$ cat config.mk
export PLATFORM = sky130hd
export DESIGN_NAME = signed_number_32_bit_multiplier_flat
export DESIGN_NICKNAME = d
export VERILOG_FILES = /design/src/rtl/signed_number_32_bit_multiplier_if.sv /design/src/rtl/signed_number_32_bit_multiplier.sv /design/src/flat_wrapper.sv
export SDC_FILE = /design/constraint.sdc
export NUM_CORES = 1
export LEC_CHECK = 0
export CORE_MARGIN = 3
export CORE_UTILIZATION = 45
export CTS_CLUSTER_SIZE = 14
export DETAILED_ROUTE_END_ITERATION = 7
export GPL_ROUTABILITY_DRIVEN = 0
export PLACE_DENSITY = 0.72
export SLEW_MARGIN = 30
export SYNTH_ARGS = -nofsm -noshare
export SYNTH_HDL_FRONTEND = slang
export SYNTH_SLANG_ARGS = --single-unit
$ cat constraint.sdc
create_clock -name clk -period 4.7 [get_ports clk]
set_clock_uncertainty 0.15 [all_clocks]
set_input_delay 0.47 -clock clk [delete_from_list [all_inputs] [get_ports clk]]
set_output_delay 0.47 -clock clk [all_outputs]
set_load 0.05 [all_outputs]
$ cat src/rtl/signed_number_32_bit_multiplier_if.sv
// Start/done handshake and operand/result bundle for the sequential signed multiplier.
// The master drives start and operands; the slave (multiplier) returns product, ovf, busy and done.
interface signed_number_32_bit_multiplier_if #(
    parameter int WIDTH = 32
) ();
    logic                 start;
    logic [WIDTH-1:0]     multiplicand;
    logic [WIDTH-1:0]     multiplier;
    logic [2*WIDTH-1:0]   product;
    logic                 ovf;
    logic                 busy;
    logic                 done;

    modport master (
        output start, multiplicand, multiplier,
        input  product, ovf, busy, done
    );

    modport slave (
        input  start, multiplicand, multiplier,
        output product, ovf, busy, done
    );
endinterface

$ cat src/rtl/signed_number_32_bit_multiplier.sv
// Sequential signed shift-add multiplier, WIDTH x WIDTH -> 2*WIDTH, one multiplier bit per clock.
// Optional MUL_EARLY_TERM_EN: leave RUN as soon as the remaining multiplier bits are all zero.
module signed_number_32_bit_multiplier #(
    parameter int WIDTH = 32
) (
    input  logic                              clk,
    input  logic                              rst_n,
    signed_number_32_bit_multiplier_if.slave  bus
);
    localparam int CW = $clog2(WIDTH) + 1;
    localparam logic [CW-1:0] LAST = CW'(WIDTH - 1);

    typedef enum logic [1:0] {
        IDLE   = 2'd0,
        RUN    = 2'd1,
        FINISH = 2'd2
    } state_t;

    state_t               state_q, state_d;
    logic [2*WIDTH-1:0]   mcand_q, mcand_d;
    logic [WIDTH-1:0]     mplr_q,  mplr_d;
    logic [2*WIDTH-1:0]   acc_q,   acc_d;
    logic [CW-1:0]        cnt_q,   cnt_d;
    logic                 sign_q,  sign_d;
    logic [2*WIDTH-1:0]   product_q, product_d;
    logic                 ovf_q,   ovf_d;
    logic                 done_q,  done_d;

    logic [WIDTH-1:0]     abs_a, abs_b;
    logic [WIDTH:0]       prod_top;

    // Magnitudes as unsigned WIDTH-bit values; -2^(WIDTH-1) maps to 2^(WIDTH-1).
    assign abs_a    = bus.multiplicand[WIDTH-1] ? (~bus.multiplicand + 1'b1) : bus.multiplicand;
    assign abs_b    = bus.multiplier[WIDTH-1]   ? (~bus.multiplier + 1'b1)   : bus.multiplier;
    assign prod_top = product_d[2*WIDTH-1:WIDTH-1];

    always_ff @(posedge clk or negedge rst_n) begin
        if (!rst_n) begin
            state_q   <= IDLE;
            mcand_q   <= '0;
            mplr_q    <= '0;
            acc_q     <= '0;
            cnt_q     <= '0;
            sign_q    <= 1'b0;
            product_q <= '0;
            ovf_q     <= 1'b0;
            done_q    <= 1'b0;
        end else begin
            state_q   <= state_d;
            mcand_q   <= mcand_d;
            mplr_q    <= mplr_d;
            acc_q     <= acc_d;
            cnt_q     <= cnt_d;
            sign_q    <= sign_d;
            product_q <= product_d;
            ovf_q     <= ovf_d;
            done_q    <= done_d;
        end
    end

    always_comb begin
        state_d   = state_q;
        mcand_d   = mcand_q;
        mplr_d    = mplr_q;
        acc_d     = acc_q;
        cnt_d     = cnt_q;
        sign_d    = sign_q;
        product_d = product_q;
        ovf_d     = ovf_q;
        done_d    = 1'b0;

        unique case (state_q)
            IDLE: begin
                if (bus.start) begin
                    mcand_d = {{WIDTH{1'b0}}, abs_a};
                    mplr_d  = abs_b;
                    sign_d  = bus.multiplicand[WIDTH-1] ^ bus.multiplier[WIDTH-1];
                    acc_d   = '0;
                    cnt_d   = '0;
                    state_d = RUN;
                end
            end
            RUN: begin
                if (mplr_q[0]) begin
                    acc_d = acc_q + mcand_q;
                end
                mcand_d = mcand_q << 1;
                mplr_d  = mplr_q >> 1;
                cnt_d   = cnt_q + 1'b1;
`ifdef MUL_EARLY_TERM_EN
                if ((mplr_d == '0) || (cnt_q == LAST)) begin
                    state_d = FINISH;
                end
`else
                if (cnt_q == LAST) begin
                    state_d = FINISH;
                end
`endif
            end
            FINISH: begin
                product_d = sign_q ? (~acc_q + 1'b1) : acc_q;
                // Fits in WIDTH signed bits only when the top WIDTH+1 bits are a pure sign extension.
                ovf_d     = !((prod_top == '0) || (prod_top == '1));
                done_d    = 1'b1;
                state_d   = IDLE;
            end
            default: begin
                state_d = IDLE;
            end
        endcase
    end

    assign bus.product = product_q;
    assign bus.ovf     = ovf_q;
    assign bus.busy    = (state_q != IDLE);
    assign bus.done    = done_q;
endmodule
$ cat src/flat_wrapper.sv
// flat-port wrapper written by rule: the top's interface ports become plain ports
module signed_number_32_bit_multiplier_flat 
#(
    parameter int WIDTH = 32
)
  (clk, rst_n, bus_start, bus_multiplicand, bus_multiplier, bus_product, bus_ovf, bus_busy, bus_done);
  signed_number_32_bit_multiplier_if #(.WIDTH(WIDTH)) bus_i ();
  input  logic clk;
  input  logic rst_n;
  input wire logic [$bits(bus_i.start)-1:0] bus_start;
  input wire logic [$bits(bus_i.multiplicand)-1:0] bus_multiplicand;
  input wire logic [$bits(bus_i.multiplier)-1:0] bus_multiplier;
  output wire logic [$bits(bus_i.product)-1:0] bus_product;
  output wire logic [$bits(bus_i.ovf)-1:0] bus_ovf;
  output wire logic [$bits(bus_i.busy)-1:0] bus_busy;
  output wire logic [$bits(bus_i.done)-1:0] bus_done;
  assign bus_i.start = bus_start;
  assign bus_i.multiplicand = bus_multiplicand;
  assign bus_i.multiplier = bus_multiplier;
  assign bus_product = bus_i.product;
  assign bus_ovf = bus_i.ovf;
  assign bus_busy = bus_i.busy;
  assign bus_done = bus_i.done;
  signed_number_32_bit_multiplier #(.WIDTH(WIDTH)) u_core (.clk(clk), .rst_n(rst_n), .bus(bus_i));
endmodule
Word-level counts from Yosys, hierarchy flattened:

Index checks and enable logic that the tools add are counted.

* reduce and logical (&&, ||, !) cells: 10
* add/subtract/negate cells: 5
* eq/ne operators: 7
* multiplexer cells: 17
* bitwise gates (word level): 4

Operators with widths (number)
* $mux 64: 5
* $pmux 64 s2: 2
* $mux 32: 3
* $add 32x1->32 const B: 2
* $add 64x1->64 const B: 1
* $add 64x64->64: 1
* $not 32->32: 2
* $not 64->64: 1
* $pmux 32 s2: 1
* $eq 33x33->1 const B: 1
* $logic_not 33->1: 1
* $pmux 6 s2: 1
* $add 6x1->6 const B: 1
* $eq 6x5->1 const B: 1
* $mux 6: 1
* $reduce_and 2->1: 3
* $mux 2: 2
* $ne 2x1->1 const B: 2
* $pmux 2 s2: 1
* $reduce_bool 2->1: 2
* $reduce_and 3->1: 1
* $eq 2x1->1 const B: 1
* $eq 2x2->1 const B: 1
* $logic_not 2->1: 1
* 5 further kinds: 5

* input port bits: 67
* register bits: 235

Longest topological paths before layout:

Gate-level depths: netlist of the first run.

* word-level depth: 7
* gate-level depth with buffers: 14
* mapped depth without buffers: 14

Worst setup path after synthesis of the first run:

OpenSTA, ideal clock, no wires.

* path kind: register to register
* start point: register u_core.acc_q[39]
* end point: register u_core.ovf_q (netlist: u_core.bus.ovf)
* clock period less this slack: 3726 ps
* data arrival time: 3445 ps
* buffers on the path: 1
* required time: 4419 ps
* slack: 974 ps
* stages on the path, launching flop included: 13
* path through: dfrtp_1 or4_4 or3_4 or4_4 buf_6 o31ai_2 xor2_1 nor2_1 a21oi_2 nand4_1 or4_1 o41ai_2 a31oi_1

* cells in the longest elaborated chain, start to end: 7
* elaborated cells between the ends (all ways): 8
* classes of those cells: add/sub (1); eq/ne (1); mux (2); bitwise (1); reduce/logical (3)

RTL lines
* start: declaration: RTL line signed_number_32_bit_multiplier.sv:22 `logic [2*WIDTH-1:0] acc_q, acc_d;`
* start signal: assignment: RTL line signed_number_32_bit_multiplier.sv:42 `acc_q <= '0;`
* start signal: assignment: RTL line signed_number_32_bit_multiplier.sv:52 `acc_q <= acc_d;`
* $not 64->64: RTL line signed_number_32_bit_multiplier.sv:101 `product_d = sign_q ? (~acc_q + 1'b1) : acc_q;`
* $add 64x1->64: RTL line signed_number_32_bit_multiplier.sv:101
* $mux 64 (*): RTL line signed_number_32_bit_multiplier.sv:101
* $mux 64 (*): RTL line signed_number_32_bit_multiplier.sv:72 `unique case (state_q)`
* $eq 33x33->1 or $logic_not 33->1 (tied branches): RTL line signed_number_32_bit_multiplier.sv:103 `ovf_d = !((prod_top == '0) || (prod_top == '1));`
* $logic_or 1x1->1 (*): RTL line signed_number_32_bit_multiplier.sv:103
* $logic_not 1->1 (*): RTL line signed_number_32_bit_multiplier.sv:103
* end signal: assignment: RTL line signed_number_32_bit_multiplier.sv:56 `ovf_q <= ovf_d;`
* end: declaration: RTL line signed_number_32_bit_multiplier.sv:26 `logic ovf_q, ovf_d;`

Every way passes the cells marked *; elsewhere a longest branch is shown, timed or not.
A chain may end at the register's enable or synchronous reset.

Worst setup path in the final report of the first run:

* start point: register u_core.acc_q[1]
* end point: register u_core.ovf_q (netlist: u_core.bus.ovf)

* cells in the longest elaborated chain, start to end: 7
* elaborated cells between the ends (all ways): 8
* classes of those cells: add/sub (1); eq/ne (1); mux (2); bitwise (1); reduce/logical (3)

RTL lines (RTL line)
* $not 64->64 (*): signed_number_32_bit_multiplier.sv:101
* $add 64x1->64 (*): signed_number_32_bit_multiplier.sv:101
* $mux 64 (*): signed_number_32_bit_multiplier.sv:101
* $mux 64 (*): signed_number_32_bit_multiplier.sv:72
* $eq 33x33->1 or $logic_not 33->1 (tied branches): signed_number_32_bit_multiplier.sv:103
* $logic_or 1x1->1 (*): signed_number_32_bit_multiplier.sv:103
* $logic_not 1->1 (*): signed_number_32_bit_multiplier.sv:103

Marked as above.

==> results.cfg, run 1 <==
[status]
status = complete, no violations

[worst_hold_path]
hp-class = in -> async

[critical_path]
reg2reg_slack_ns = 0.48
rr_endpoint = u_core.bus.ovf
reg2reg_depth = 13
worstReg2RegStart = u_core.acc_q[1]
crit_fanout = 6
crit_chain = inv_1 -> ha_1 -> nor4b_1 -> and3_1 -> nand3_1 -> o41ai_1 -> xor2_1 -> nor2_1 -> a21oi_1 -> nand4_1 -> or4_1 -> o41ai_2 -> a31oi_1
cp.arrival_ns = 4.46
cp_top_family = simple AND/OR/NAND/NOR gates
path_buf_inv = 1
crit_slowest_cell = nor4b_1
max_stage_delay_ns = 0.54
crit_type = reg -> reg
endpoint_kind = flop
start_kind = flop
crit_required_ns = 4.94

[logic_synthesis]
synth_ff_type = dfrtp_1
synth_top_cell_by_area = dfrtp_1
synthCells = 1770
synthMuxAreaShare_pct = 0.593
syn_area_um2 = 15200
synth.area.top_cells = dfrtp_1 39%, o21ai_0 8.9%, xor2_1 7.7%
ys_seq_elements = 235
synth-simple-area-share_pct = 17.4
avgSynthCellArea_um2 = 8.59
synth_compound_area_share_pct = 24.4
synth_edf_count = 0
async_flop_share_pct = 100
synth_nets = 1905
synth-xor-area-share_pct = 10.1
synth_top_family_by_area = compound AO/OA/AOI/OAI gates
yosys.cell_types.count = 68
synth_top_area_share_pct = 38.7
ys_warn_count = 0
yosysSeqAreaShare_pct = 38.7
synth-adder-area-share_pct = 5.65

[clock_tree]
numCtsBuffers = 25
clk_latency_ns = 0.53
cts.clk_slew.worst_paths_ns = 0.06
cts_resized = 0
cts_root_buf = clkbuf_16
cts_sinks = 235
postCtsSetupBuffers = 0
cts_buffer_depth = 3
htreeDepth = 1
cts_tree = yes

[cells_and_area]
area_delta_synth_final_pct = 16.7
drive_gt1_share_pct = 4.97
antenna_cells = 0
final_cell_mix = 286 x nand2_1, 271 x o21ai_0, 234 x dfrtp_1
layout_commonest_cell = nand2_1
fillers = 3016
finalInstanceArea_um2 = 17700
fin_nets = 1990

[floorplanning]
dieArea_um2 = 36000
start_util_pct = 46.1
design.core.area_um2 = 32900
placement_rows = 66
boundaryPins = 134
die_h_um = 190
die_w_um = 190

[run]
maxCapViolations = 0

[sta]
min_period_ns = 4.22
tns_ns = 0
hold_viol_final = 0
max_freq_mhz = 237
rsz0062_at_grt = false
min_period_over_period_pct = 89.7
tightest_slew_ns = 0.850
slew_headroom_pct = 43.4
timing.hold.ws_ns = 0.306
slew_violations = 0
setup_viol = 0

[global_routing]
grt_max_degree = 131
grt_pass1_vias = 13000
grt_pass1_wl_um = 67100
grt_usage_pct = 22.4
antenna_found_initial = 1
grt_overflow_total = 0

[detailed_routing]
wirelength_um = 40700
post_drt_via_cell_ratio = 5.92
first_iter_violations = 957
drc = 0
wl_per_cell_um = 17.6
ant_nets = 0
vias = 13700
dr.pass1.iters = 5

[power_and_ir_drop]
ir_worst_vdd_mv = 0.303
pwr_density_cell_nw_per_um2 = 573
p_leak_nw = 7.71

[placement]
dpl_cell_area_um2 = 16900
port_buffers = 133
dpl.hpwl_um = 30400
synthesized netlist by cell type, types with 15 or more instances:
library cell  number
nand2_1          287
o21ai_0          271
dfrtp_1          235
xor2_1           134
clkbuf_1          82
a21oi_1           75
nor2_1            74
ha_1              67
a22oi_1           58
o31ai_1           48
xnor2_1           41
a21o_1            36
nand3_1           33
inv_1             32
nand4_1           21
or3_1             21
nor3_1            18
o41ai_1           18
nor4_1            16
and3_1            15
per-stage QoR:
stage               setup slack (ns)  utilization (%)  power (mW)  instances
global route                   0.181             53.8        10.9       2314
CTS                            0.474             53.7        10.1       2312
detailed placement             0.478             51.3        8.15       2267
global placement               0.515             51.2        7.99       2266
finish                         0.484             53.8        10.2       2314
floorplan                      0.974                -        6.74       1770
flip-flops by register name, summed over array words and instances (netlist names):
name	flops
u_core.acc_q	64
u_core.bus.product	64
u_core.mcand_q	64
u_core.mplr_q	32
u_core.cnt_q	6
u_core.state_q	2
u_core.bus.done	1
u_core.bus.ovf	1
u_core.sign_q	1
layer usage:
metal	GRT usage (%)	vias up	share of wire, %
met5	0	-	0.032
met3	3.96	84	8.2
met2	34.2	510	44
met1	32.8	6501	45
li1	-	6594	-
met4	6.11	2	2.5
logic make-up after synthesis:
| logic type | after synthesis |
|---|---|
| AO/OA/AOI/OAI | 594 |
| XOR/XNOR | 175 |
| adder cells (fa/ha/maj) | 68 |
| buffers and inverters | 125 |
| flip-flops | 235 |
| multiplexers | 9 |
| AND/OR/NAND/NOR | 564 |
power breakdown:
| group | switching, mW | internal [mW] | total (mW) |
|---|---|---|---|
| Clock | 0.809 | 1.11 | 1.92 |
| Combinational | 2.91 | 1.96 | 4.87 |
| Sequential | 0.796 | 2.58 | 3.38 |
cell type report:
class                      instances  area (um2)  share of cell area, %
clock buffer                      39         728                   4.10
clock inverter                     5        56.3                  0.317
inverter                          32         120                  0.677
multi-input combinational       1410        8860                   49.9
sequential                       235        5880                   33.2
tap                              442         553                   3.12
timing repair buffer             151        1540                   8.68
how the worst max path moves through the flow:
stage / startpoint / endpoint / cells after the start
2_1_floorplan: u_core.acc_q[39] / u_core.bus.ovf / 12
3_3_place_gp: u_core.acc_q[20] / u_core.bus.ovf / 11
3_5_place_dp: u_core.acc_q[20] / u_core.bus.ovf / 11
4_1_cts: u_core.acc_q[20] / u_core.bus.ovf / 11
5_1_grt: u_core.acc_q[20] / u_core.bus.ovf / 11
6_report: u_core.acc_q[1] / u_core.bus.ovf / 13
repair_timing:
item                                    4_1_cts  5_1_grt
hold buffers                                  1        0
endpoints found under the setup margin        0        0
endpoints found under the hold margin       128        0
(Power assumes the default switching activity.)
==> run 2, diff against run 1 <==
--- a/config.mk
+++ b/config.mk
@@ -10,6 +10,7 @@
 export CTS_CLUSTER_SIZE = 14
 export DETAILED_ROUTE_END_ITERATION = 7
 export GPL_ROUTABILITY_DRIVEN = 0
+export HOLD_SLACK_MARGIN = 0.05
 export PLACE_DENSITY = 0.72
 export SLEW_MARGIN = 30
 export SYNTH_ARGS = -nofsm -noshare
==> results of run 2 <==
The final DEF is identical to that of run 1; final timing and power are the same.
==> run 3, diff against run 2 <==
--- a/config.mk
+++ b/config.mk
@@ -12,6 +12,7 @@
 export GPL_ROUTABILITY_DRIVEN = 0
 export HOLD_SLACK_MARGIN = 0.05
 export PLACE_DENSITY = 0.72
+export SETUP_SLACK_MARGIN = 0.3
 export SLEW_MARGIN = 30
 export SYNTH_ARGS = -nofsm -noshare
 export SYNTH_HDL_FRONTEND = slang
==> constraint.sdc (replaced) <==
create_clock -name clk -period 4.4 [get_ports clk]
set_clock_uncertainty 0.15 [all_clocks]
set_input_delay 0.44 -clock clk [delete_from_list [all_inputs] [get_ports clk]]
set_output_delay 0.44 -clock clk [all_outputs]
set_load 0.05 [all_outputs]
==> run 3 against run 2 <==
  * Final cell count up 0.48%
  * Global-route usage shrank 0.25 points
  * Largest power group unchanged
  * Critical path type unchanged
  * Wire length fell by 0.62%
==> results.cfg, run 3 (same netlist as run 1, synthesis figures left out) <==
[critical_path]
crit_type = reg -> reg
crit_required_ns = 4.65
startpoint = u_core.acc_q[39]
crit_chain = or4_4 -> or3_4 -> or4_4 -> o31ai_2 -> xor2_1 -> nor2_1 -> a21oi_2 -> nand4_1 -> or4_1 -> o41ai_2 -> a31oi_1
endpoint_kind = flop
worstReg2RegStart = u_core.acc_q[39]
crit_top_cell = or4_4
cp.arrival_ns = 4.26
crit_fanout = 9
path_buf_inv = 0
crit_slowest_cell = or4_4
max_stage_delay_ns = 0.64
start_kind = flop
cp_top_family = simple AND/OR/NAND/NOR gates

[detailed_routing]
post_drt_via_cell_ratio = 5.82
wirelength_um = 40500
vias = 13500
first_iter_violations = 1065
wl_per_cell_um = 17.4
drc = 0
ant_nets = 0
dr.pass1.iters = 6

[placement]
dpl.hpwl_um = 30400
port_buffers = 133
place_ws_ns = 0.167
dp.cells = 2274

[sta]
slew_violations = 0
tightest_slew_ns = 0.802
timing.final.ws_setup_ns = 0.387
rsz0062_at_grt = true
min_period_ns = 4.01
timing.hold.ws_ns = 0.244
setup_viol = 0
min_period_over_period_pct = 91.2
hold_viol_final = 0
max_freq_mhz = 249
slew_headroom_pct = 46.4
tns_ns = 0

[global_routing]
grt_pass1_vias = 13000
antenna_found_initial = 3
grt_pass1_wl_um = 66300
grt_usage_pct = 22.1
grt_overflow_total = 0
grt_max_degree = 114

[floorplanning]
start_util_pct = 46.1
design.core.area_um2 = 32900
dieArea_um2 = 36000
die_w_um = 190
placement_rows = 66
boundaryPins = 134
die_h_um = 190

[power_and_ir_drop]
p_leak_nw = 7.82
p_clk_share_pct = 20.2
p_seq_share_pct = 32.3
combPwrFrac_pct = 47.5
ir_worst_vdd_mv = 0.349
sw_frac_of_total_pct = 43.9
p_sw_mw = 4.88
pwr_density_cell_nw_per_um2 = 619
power.internal_mw = 6.24

[status]
status = complete, no violations

[cells_and_area]
fin_nets = 1999
area_delta_synth_final_pct = 18.2
finalNonFillerCells = 2325
layout_commonest_cell = nand2_1
final_cell_mix = 286 x nand2_1, 271 x o21ai_0, 234 x dfrtp_1
final_util_pct = 54.5
drive_gt1_share_pct = 6.48
antenna_cells = 0

[clock_tree]
cts.clk_slew.worst_paths_ns = 0.06
cts_sinks = 235
cts_buffer_depth = 3
numCtsBuffers = 26
cts_tree = yes
htreeDepth = 1
cts_root_buf = clkbuf_16
clk_latency_ns = 0.53

[worst_hold_path]
hp-class = in -> async

[run]
maxCapViolations = 0
[run 3: power groups by stage]
stage / Sequential (mW) / Combinational, mW / Clock, mW
after floorplan: 3.27 / 3.93 / 0
after CTS: 3.55 / 5.19 / 2.29
after global placement: 3.57 / 5.01 / 0
after global routing: 3.68 / 5.88 / 2.38
final: 3.59 / 5.28 / 2.25
after detailed placement: 3.59 / 5.15 / 0
[run 3: area by class of cell]
| type | instances | area, um2 |
|---|---|---|
| Tap cell | 442 | 553 |
| Fill cell | 2945 | 15000 |
| Timing Repair Buffer | 159 | 1580 |
| Inverter | 32 | 120 |
| Sequential cell | 235 | 5880 |
| Clock inverter | 12 | 123 |
| Multi-Input combinational cell | 1410 | 8930 |
| Clock buffer | 35 | 776 |
[run 3: repair_timing]
item | CTS | global route
hold endpoints to repair | 110 | 0
gates resized for setup | 4 | 9
hold buffers | 1 | 0
pin swaps | 0 | 3
endpoints found under the setup margin | 2 | 6
setup buffers | 0 | 2
[run 3: final timing paths]
check                                         to  slack (ns)  depth (start not counted)
setup reg to reg                  u_core.bus.ovf        0.39                         11
setup / recovery                  u_core.bus.ovf        0.39                         11
max in group asynchronous  u_core.bus.product[8]        2.78                          4
hold / removal                  u_core.mplr_q[8]        0.24                          2
min in group clk           u_core.bus.product[4]        0.33                          2
hold reg to reg            u_core.bus.product[4]        0.33                          2
[run 3: per-stage QoR]
stage / total power, mW / area [um2]
floorplan: 7.20 / 15200
global placement: 8.57 / 16900
detailed placement: 8.73 / 16900
CTS: 11.0 / 17900
global route: 11.9 / 18000
finish: 11.1 / 18000
[run 3: layer usage]
metal	share of wire (%)	wire length, um	GRT usage, %	vias to the layer above
met5	0.067	27	0	-
met4	2.3	917	5.97	4
met3	7.3	2960	3.96	67
met2	44	17900	34.7	424
met1	46	18700	31.7	6438
li1	-	-	-	6591
